===== config.mk =====
export PLATFORM = sky130hd
export DESIGN_NAME = stall_sequencer
export DESIGN_NICKNAME = d
export VERILOG_FILES = /design/src/rtl/stall_sequencer.sv
export SDC_FILE = /design/constraint.sdc
export NUM_CORES = 1
export LEC_CHECK = 0
export BUFFER_PORTS_ARGS = -buffer_cell sky130_fd_sc_hd__buf_2
export CORE_AREA = 4 4 58 55
export DETAILED_ROUTE_END_ITERATION = 6
export DIE_AREA = 0 0 62 59
export HOLD_SLACK_MARGIN = 0.02
export PLACE_DENSITY = 0.59
export SYNTH_ARGS = -nofsm -noshare
export SYNTH_HDL_FRONTEND = slang
export SYNTH_SLANG_ARGS = --single-unit

===== constraint.sdc =====
create_clock -name clk -period 1.57 [get_ports clk]
set_input_delay 0.314 -clock clk [delete_from_list [all_inputs] [get_ports clk]]
set_output_delay 0.314 -clock clk [all_outputs]
set_load 0.03 [all_outputs]

===== src/rtl/stall_sequencer.sv =====
// rtl/stall_sequencer.sv - stall/flush sequencer for PC, IF/ID and ID/EX controls
// Turns ID-stage hazard requests into stall/bubble/flush strobes and counts stall cycles.
module stall_sequencer #(
  parameter int CNT_W = 16
) (
  input  logic             clk,
  input  logic             reset,
  input  logic             haz_load_use,
  input  logic             haz_br_alu,
  input  logic             haz_br_load,
  input  logic             branch_taken,
  output logic             PCwrite,
  output logic             IF_IDwrite,
  output logic             IF_IDflush,
  output logic             ID_EXbubble,
  output logic             stalled,
  output logic [CNT_W-1:0] stall_count
);

  typedef enum logic {RUN = 1'b0, HOLD = 1'b1} state_e;

  state_e           st_q, st_d;
  logic             rem_q, rem_d;
  logic [CNT_W-1:0] cnt_q, cnt_d;
  logic             req;
  logic             stall_c;

  assign req = haz_load_use | haz_br_alu | haz_br_load;

  // Reset gates the stall so the pipeline runs freely while reset is held.
  assign stall_c = ~reset & ((st_q == HOLD) | req);

  always_comb begin
    PCwrite     = ~stall_c;
    IF_IDwrite  = ~stall_c;
    ID_EXbubble = stall_c;
    stalled     = stall_c;
    IF_IDflush  = ~reset & ~stall_c & branch_taken;
  end

  always_comb begin
    st_d  = st_q;
    rem_d = rem_q;
    if (st_q == HOLD) begin
      if (rem_q) begin
        st_d  = HOLD;
        rem_d = 1'b0;
      end else begin
        st_d  = RUN;
      end
    end else if (haz_br_load) begin
      // Branch on a load result owes one more cycle after this request cycle.
      st_d  = HOLD;
      rem_d = 1'b0;
    end
  end

  always_comb begin
    cnt_d = cnt_q;
    if (stall_c && (cnt_q != {CNT_W{1'b1}}))
      cnt_d = cnt_q + CNT_W'(1);
  end

  always_ff @(posedge clk or posedge reset) begin
    if (reset) begin
      st_q  <= RUN;
      rem_q <= 1'b0;
      cnt_q <= '0;
    end else begin
      st_q  <= st_d;
      rem_q <= rem_d;
      cnt_q <= cnt_d;
    end
  end

  assign stall_count = cnt_q;

endmodule

Word-level counts from Yosys, hierarchy flattened
Cells that the tools add are included.
{"block": "op_classes", "n_addsub": 1, "eq_ne": 1, "n_mux": 5, "bitwise": 8, "n_reduce_logical": 2}
{"operator": "adder 16 x 1 -> 16 bit, second input constant", "count": 1}
{"operator": "inequality test 16 bit, second input constant", "count": 1}
{"operator": "two-way mux 1 bit", "count": 5}
{"operator": "bitwise AND 1 bit", "count": 3}
{"operator": "OR 1 bit", "count": 3}
{"operator": "inverter 1 bit", "count": 2}
{"operator": "nonzero test 2 bit", "count": 1}
{"operator": "logical AND 1 bit", "count": 1}
{"block": "totals", "register_bits": 18, "output_inout_bits": 21}

Longest topological paths before layout
Gate-level depths: netlist of run 1.
{"block": "logic_depth", "depth_word": 7, "mapped_depth": 5, "depth_no_buf": 5}

Worst setup path before layout of run 1
No wires, ideal clock.
{"block": "synth_timing", "path_type": "register to register", "from": "register cnt_q[0] (netlist: stall_count[0])", "to": "register cnt_q[14] (netlist: stall_count[14])", "setup_time_ns": 0.080, "arrival_time_ns": 1.864, "required_ns": 1.490, "setup_slack_ns": -0.374, "path_stages_with_launch": 6, "n_path_buf": 0, "synth_period_minus_slack_ns": 1.944, "cell_sequence": "dfrtp_1 ha_1 nand4_1 nor4_1 nor4b_1 xor2_1"}
{"block": "synth_between", "elab_chain_len": 2, "elab_cells_between_ends": 3, "classes_between": "1 x add/sub; 1 x eq/ne; 1 x reduce/logical"}
{"item": "start: declaration", "line": "24", "source": "logic [CNT_W-1:0] cnt_q, cnt_d;"}
{"item": "start signal: assignment", "line": "72", "source": "cnt_q <= cnt_d;"}
{"item": "branches (longest 2 deep; another with adder 16 x 1 -> 16 bit)"}
Parallel ways; which one is timed is not known.
A chain may end at the register's enable or synchronous reset.

Worst setup path in the final report of run 1
{"block": "layout_timing", "from": "register st_q", "to": "register cnt_q[13] (netlist: stall_count[13])"}
{"block": "layout_between", "elab_chain_len": 3}
{"item": "start: declaration", "line": "22", "source": "state_e st_q, st_d;"}
{"item": "start signal: assignment", "line": "70", "source": "st_q <= st_d;"}
{"item": "OR 1 bit", "line": "31", "source": "assign stall_c = ~reset & ((st_q == HOLD) | req);"}
{"item": "bitwise AND 1 bit", "line": "31"}
{"item": "logical AND 1 bit", "line": "60", "source": "if (stall_c && (cnt_q != {CNT_W{1'b1}}))"}
No other way between the ends.

==> run_results.csv, run 1 <==
group,metric,value,unit
outcome,status,"finished with violations",
outcome,violations,"setup timing",
finish,final_util,55.70,%
sta,worstMarginPinSlew,387.6,ps
placement,place_hpwl,1762,um
logic_synthesis,yosys-top-cells-area,"dfrtp_1 (49%), xor2_1 (10%), nand4_1 (4.3%), nor4_1 (2.9%), nor4_4 (2.5%)",
power,pwr_density_cell,1268,nW/um2
detailed_routing,wl_met2,1270,um
power,totalPowerFinal,1.861,mW
finish,area_delta_synth_final,70.00,%
global_routing,grt_util_all_layers,13.44,%
detailed_routing,post_drt_wl_per_cell,14.80,um
setup_path,r2r_start,"st_q$_DFF_PP0_",
finish,antenna_cells,0,
finish,design_area,1468,um2
logic_synthesis,yosysSeqAreaShare,49.28,%
global_routing,grt_first_pass_wirelength,3657,um
clock_tree,cts-root-buf,"clkbuf_4",
floorplanning,dieHeight,59,um
sta,fin_crit,1744,ps
finish,final_layout_size_suffix_gt1_share,67.39,%
logic_synthesis,synth_fp_nets,88,
floorplanning,core,2635,um2
logic_synthesis,synth-edff-count,0,
clock_tree,cts_tree,"done",
finish,regArea,439.2,um2
floorplanning,rows,18,
detailed_routing,first_iter_violations,10,
clock_tree,clk_pin_slew_worst_paths,100,ps
setup_path,rrSetupSlack,-170,ps
logic_synthesis,synthCells,81,
setup_path,crit_path_end_kind,"flip-flop",
clock_tree,clockBufferDepth,2,
logic_synthesis,async_flop_share,100.0,%
detailed_routing,wl_met1,1086,um
setup_path,criticalPathCategory,"flip-flop to flip-flop",
setup_path,critical_path_required,1780,ps
logic_synthesis,netlist_area,863.3,um2
placement,gp_congestion,0.8028,
placement,dpl_cell_area,1249,um2
logic_synthesis,ys.warnings.count,0,
clock_tree,htree_levels,1,
global_routing,grt_max_degree,11,
clock_tree,cts_num_sinks,17,
sta,final-max-slew-violation-count,0,
sta,tns,-1166,ps
detailed_routing,drc,0,
detailed_routing,num_vias,834,
setup_path,cp-start-kind,"flip-flop",
power,power_leakage,0.6531,nW
placement,io_buffers,26,
power,peakVddDrop,0.0009946,V
clock_tree,numCtsBuffers,3,
finish,final_net_count,146,
placement,place_ws,-73.48,ps
floorplanning,start_util,32.76,%
detailed_routing,final_antenna_net_count,0,
clock_tree,insertion_delay,290,ps
finish,multi_input_comb_area,564.3,um2
setup_path,reg2reg_depth,5,
setup_path,r2r-end,"stall_count[13]$_DFFE_PP0P_",
logic_synthesis,yosys.area.top_type,"dfrtp_1",
logic_synthesis,synth_ff_type,"dfrtp_1",
setup_path,critPathMaxFanout,6,
logic_synthesis,synth_top_cell_area_share,49.28,%
floorplanning,die_x,62,um
setup_path,arrival,1950,ps
finish,fillers,228,
detailed_routing,drtPass1Iterations,4,
sta,max_slew_margin,74.13,%
detailed_routing,wl,2487,um
logic_synthesis,yosysUniqueCellTypes,27,
sta,fmax,573.4,MHz
sta,hold_viol,0,
clock_tree,hold_buffers,0,
sta,hold-worst-slack,239.8,ps
detailed_routing,top_layer_used,"met4",
sta,clock_skew,3.027,ps
global_routing,grt_pass1_vias,782,
detailed_routing,vias_per_cell,4.964,
finish,finalNonFillerCells,168,
sta,finalWorstSetupSlack,-173.9,ps
run,maxCapViolCount,0,
global_routing,antenna_found_initial,0,
sta,period_share,111.1,%
sta,grt_setup_unrepaired,"yes",
logic_synthesis,ys_seq_elements,17,
placement,dp_cells,156,
sta,setup_viol,12,
hold_path,hold_path.class,"primary input to async pin",
logic_synthesis,synth.avg_cell_area,10.66,um2
floorplanning,io_pins,27,
detailed_routing,wl_met3,114,um
floorplanning,dieArea,3658,um2
global_routing,overflow,0,
placed cells by master (no fill, tap or decap), types with 3 or more instances in the layout:
cell / instances
buf_4: 30
buf_2: 21
dfrtp_2: 11
xor2_1: 10
nand4_1: 6
dfrtp_1: 6
nand2_1: 5
buf_6: 5
nor4_4: 4
clkbuf_4: 3
state kept, by name, summed over array words and instances, names as in the netlist:
| name | cells |
|---|---|
| st_q | 1 |
| stall_count | 16 |
cells by family (layout without fill, tap and decap cells):
logic type / after synthesis / count (layout) / share of synthesized area (%)
muxes: 1 / 1 / 1.304
DFF: 17 / 17 / 49.28
and+or+nand+nor: 38 / 38 / 27.68
AOI/OAI and AO/OA: 6 / 6 / 4.493
xor gates and xnor gates: 12 / 12 / 12.17
adders and majority gates: 1 / 1 / 1.449
buffers and inverters: 6 / 63 / 3.622
worst max-delay path by stage:
stage	startpoint	to
global placement	haz_br_load	stall_count[11]$_DFFE_PP0P_
floorplan	stall_count[0]$_DFFE_PP0P_	stall_count[1]$_DFFE_PP0P_
detailed placement	haz_br_load	stall_count[9]$_DFFE_PP0P_
finish	st_q$_DFF_PP0_	stall_count[13]$_DFFE_PP0P_
global route	st_q$_DFF_PP0_	stall_count[13]$_DFFE_PP0P_
CTS	st_q$_DFF_PP0_	ID_EXbubble
where the power goes:
part           switching, mW  leakage (nW)  internal [mW]
Clock                  0.133        0.0150         0.0988
Combinational          0.561         0.444          0.383
Sequential             0.122         0.195          0.563
Total                  0.816         0.653           1.04
repair_timing:
action | 4_1_cts | 5_1_grt
setup buffers | 2 | 6
gates resized for setup | 11 | 20
pin swaps | 3 | 7
endpoints found under the setup margin | 13 | 18
cells in the mapped netlist (3+ instances only):
cell / n
nor4_1: 4
dfrtp_1: 17
a21oi_1: 3
nor2_1: 4
xor2_1: 10
inv_1: 3
nand2_1: 5
nand4_1: 6
nor3_1: 4
area by class of cell:
| cell class | count | share of cell area [%] |
|---|---|---|
| multi-input combinational | 58 | 38.45 |
| sequential | 17 | 29.92 |
| timing repair buffer | 56 | 26.34 |
| tap | 30 | 2.558 |
| clock buffer | 4 | 1.790 |
| inverter | 3 | 0.9378 |
critical path: stages, from the launching register on:
cell and delay, ps:
dfrtp_1 400, nor4_4 50, buf_4 130, or4_4 570, nor4_4 330, xor2_1 180
routing by layer:
metal,vias to the layer above,GRT usage (%)
li1,406,-
met1,409,18.39
met2,17,21.01
met3,2,4.575
met4,0,1.818
met5,-,0
No activity file was read; power rests on OpenSTA's default activity.
==> run 2, diff against run 1 <==
--- a/config.mk
+++ b/config.mk
@@ -9,6 +9,7 @@
 export CORE_AREA = 4 4 58 55
 export DETAILED_ROUTE_END_ITERATION = 6
 export DIE_AREA = 0 0 62 59
+export GPL_TIMING_DRIVEN = 0
 export HOLD_SLACK_MARGIN = 0.02
 export PLACE_DENSITY = 0.59
 export SYNTH_ARGS = -nofsm -noshare
==> run 2 against run 1 <==
Compared with the run above:
- sequential power grew 7.6%
- register-to-register slack lost 20 ps
- die area is the same
- power shrank 5.2%
- worst setup slack lost 20 ps
- global-route usage shrank 1.2 points
- hold slack lost 130 ps
- non-clock buffer count shrank 8
- via count shrank 3.2%
- the run still ends with setup timing left
- largest power group unchanged
==> run_results.csv, run 2 (synthesized netlist as in run 1, its figures left out) <==
group,metric,value,unit
power,p_int,0.9820,mW
detailed_routing,wl,2330,um
sta,worstMarginPinSlew,359.5,ps
sta,tns,-2105,ps
floorplanning,io_pins,27,
sta,grt_setup_unrepaired,"yes",
detailed_routing,drtPass1Iterations,4,
finish,antenna_cells,0,
power,power_leakage,0.6218,nW
finish,final_net_count,138,
detailed_routing,drc,0,
sta,period_share,112.3,%
placement,place_hpwl,1391,um
global_routing,grt_pass1_vias,748,
clock_tree,cts_num_sinks,17,
power,switchingPower,0.7814,mW
floorplanning,dieArea,3658,um2
power,totalPowerFinal,1.763,mW
clock_tree,cts_tree,"done",
setup_path,arrival,1930,ps
global_routing,antenna_found_initial,0,
finish,area_delta_synth_final,69.28,%
global_routing,grt_first_pass_wirelength,3360,um
power,swShare,44.31,%
detailed_routing,final_antenna_net_count,0,
floorplanning,rows,18,
finish,layout_common_cells,"buf_2 (21), buf_4 (14), buf_6 (11), dfrtp_2 (11), xor2_1 (10)",
clock_tree,numCtsBuffers,3,
sta,hold_viol,0,
floorplanning,dieHeight,59,um
sta,final-max-slew-violation-count,0,
sta,clock_skew,1.083,ps
hold_path,hold_path.class,"primary input to async pin",
setup_path,critPathMaxFanout,4,
floorplanning,die_x,62,um
power,pwr_density_cell,1207,nW/um2
detailed_routing,vias_per_cell,5.044,
finish,final_common_cell,"buf_2",
power,power_frac_seq,41.8,%
power,combPwrFrac,45.3,%
floorplanning,start_util,32.76,%
sta,max_slew_margin,75.96,%
clock_tree,htree_levels,1,
sta,fin_crit,1763,ps
outcome,status,"finished with violations",
setup_path,cp-start-kind,"flip-flop",
power,peakVddDrop,0.0009470,V
floorplanning,core,2635,um2
sta,fmax,567.1,MHz
finish,finalNonFillerCells,160,
sta,finalWorstSetupSlack,-193.5,ps
setup_path,crit_path_end_kind,"flip-flop",
power,pwr-share-clk,12.9,%
detailed_routing,num_vias,807,
placement,gp_congestion,0.7075,
detailed_routing,first_iter_violations,19,
finish,final_layout_size_suffix_gt1_share,64.62,%
run,maxCapViolCount,0,
clock_tree,clk_pin_slew_worst_paths,90,ps
clock_tree,insertion_delay,280,ps
setup_path,criticalPathCategory,"flip-flop to flip-flop",
detailed_routing,post_drt_wl_per_cell,14.56,um
placement,dp_cells,137,
sta,setup_viol,18,
finish,largest_register_ffs,16,
setup_path,critical_path_required,1740,ps
global_routing,grt_max_degree,20,
placement,io_buffers,26,
clock_tree,clockBufferDepth,2,
global_routing,grt_util_all_layers,12.19,%
outcome,violations,"setup timing",
global_routing,overflow,0,
clock_tree,cts-root-buf,"clkbuf_4",
==> run 2: cell type report <==
class / count / area [um2]
inverters: 3 / 17.52
multi-input cells: 58 / 576.8
plain buffers: 3 / 38.79
well taps: 30 / 37.54
flip-flops and latches: 17 / 439.2
clock buffers: 4 / 26.28
fillers: 231 / 1174
repair buffers: 45 / 325.3
==> run 2: critical path: stages, from the launching register on <==
cell	delay [ps]
dfrtp_2	400
ha_4	150
nand4_1	240
nor4_4	290
buf_4	200
buf_6	140
nor4_4	50
xor2_1	160
==> run 2: stage by stage <==
stage               worst slack [ps]  area (um2)  hold WS [ps]  utilization [%]
finish                        -193.5        1461         111.7            55.46
global route                  -294.6        1461         98.08            55.46
CTS                           -250.1        1305         181.6            49.53
detailed placement            -237.1        1104         487.4            41.88
global placement              -234.7        1104         474.4            41.88
floorplan                     -190.5       935.9         252.9                -
==> run 2: path summary, 6_finish.rpt <==
path | start | end | slack, ps | depth (start not counted)
setup / recovery | stall_count[1]$_DFFE_PP0P_ | stall_count[13]$_DFFE_PP0P_ | -190 | 7
hold / removal | reset | stall_count[2]$_DFFE_PP0P_ | 110 | 3
setup reg to reg | stall_count[1]$_DFFE_PP0P_ | stall_count[13]$_DFFE_PP0P_ | -190 | 7
hold reg to reg | st_q$_DFF_PP0_ | st_q$_DFF_PP0_ | 490 | 1
max in group asynchronous | reset | stall_count[3]$_DFFE_PP0P_ | 910 | 3
min in group clk | haz_br_load | st_q$_DFF_PP0_ | 300 | 2
==> run 2: repair_timing <==
item                       4_1_cts  5_1_grt
setup buffers                    6       12
resized for setup               31       12
pin swaps                       10       12
setup endpoints to repair       16       18
gates cloned                     0        0
hold buffers                     0        1
hold endpoints to repair         0        1
==> run 2: power by group through the flow <==
stage / combinational (mW) / sequential [mW] / clock, mW
after floorplan: 0.249 / 0.949 / 0
after global placement: 0.635 / 0.750 / 0
after detailed placement: 0.642 / 0.756 / 0
after CTS: 0.696 / 0.746 / 0.240
after global routing: 0.872 / 0.763 / 0.256
final: 0.798 / 0.737 / 0.228
==> run 2: per-layer routing <==
layer  track usage, %  share of wire (%)  vias to the layer above
met5                0                  0                        -
met1            16.48                 43                      393
li1                 -                  -                      397
met3            4.793                4.2                        2
met2            19.23                 53                       15
met4           0.9091               0.43                        0
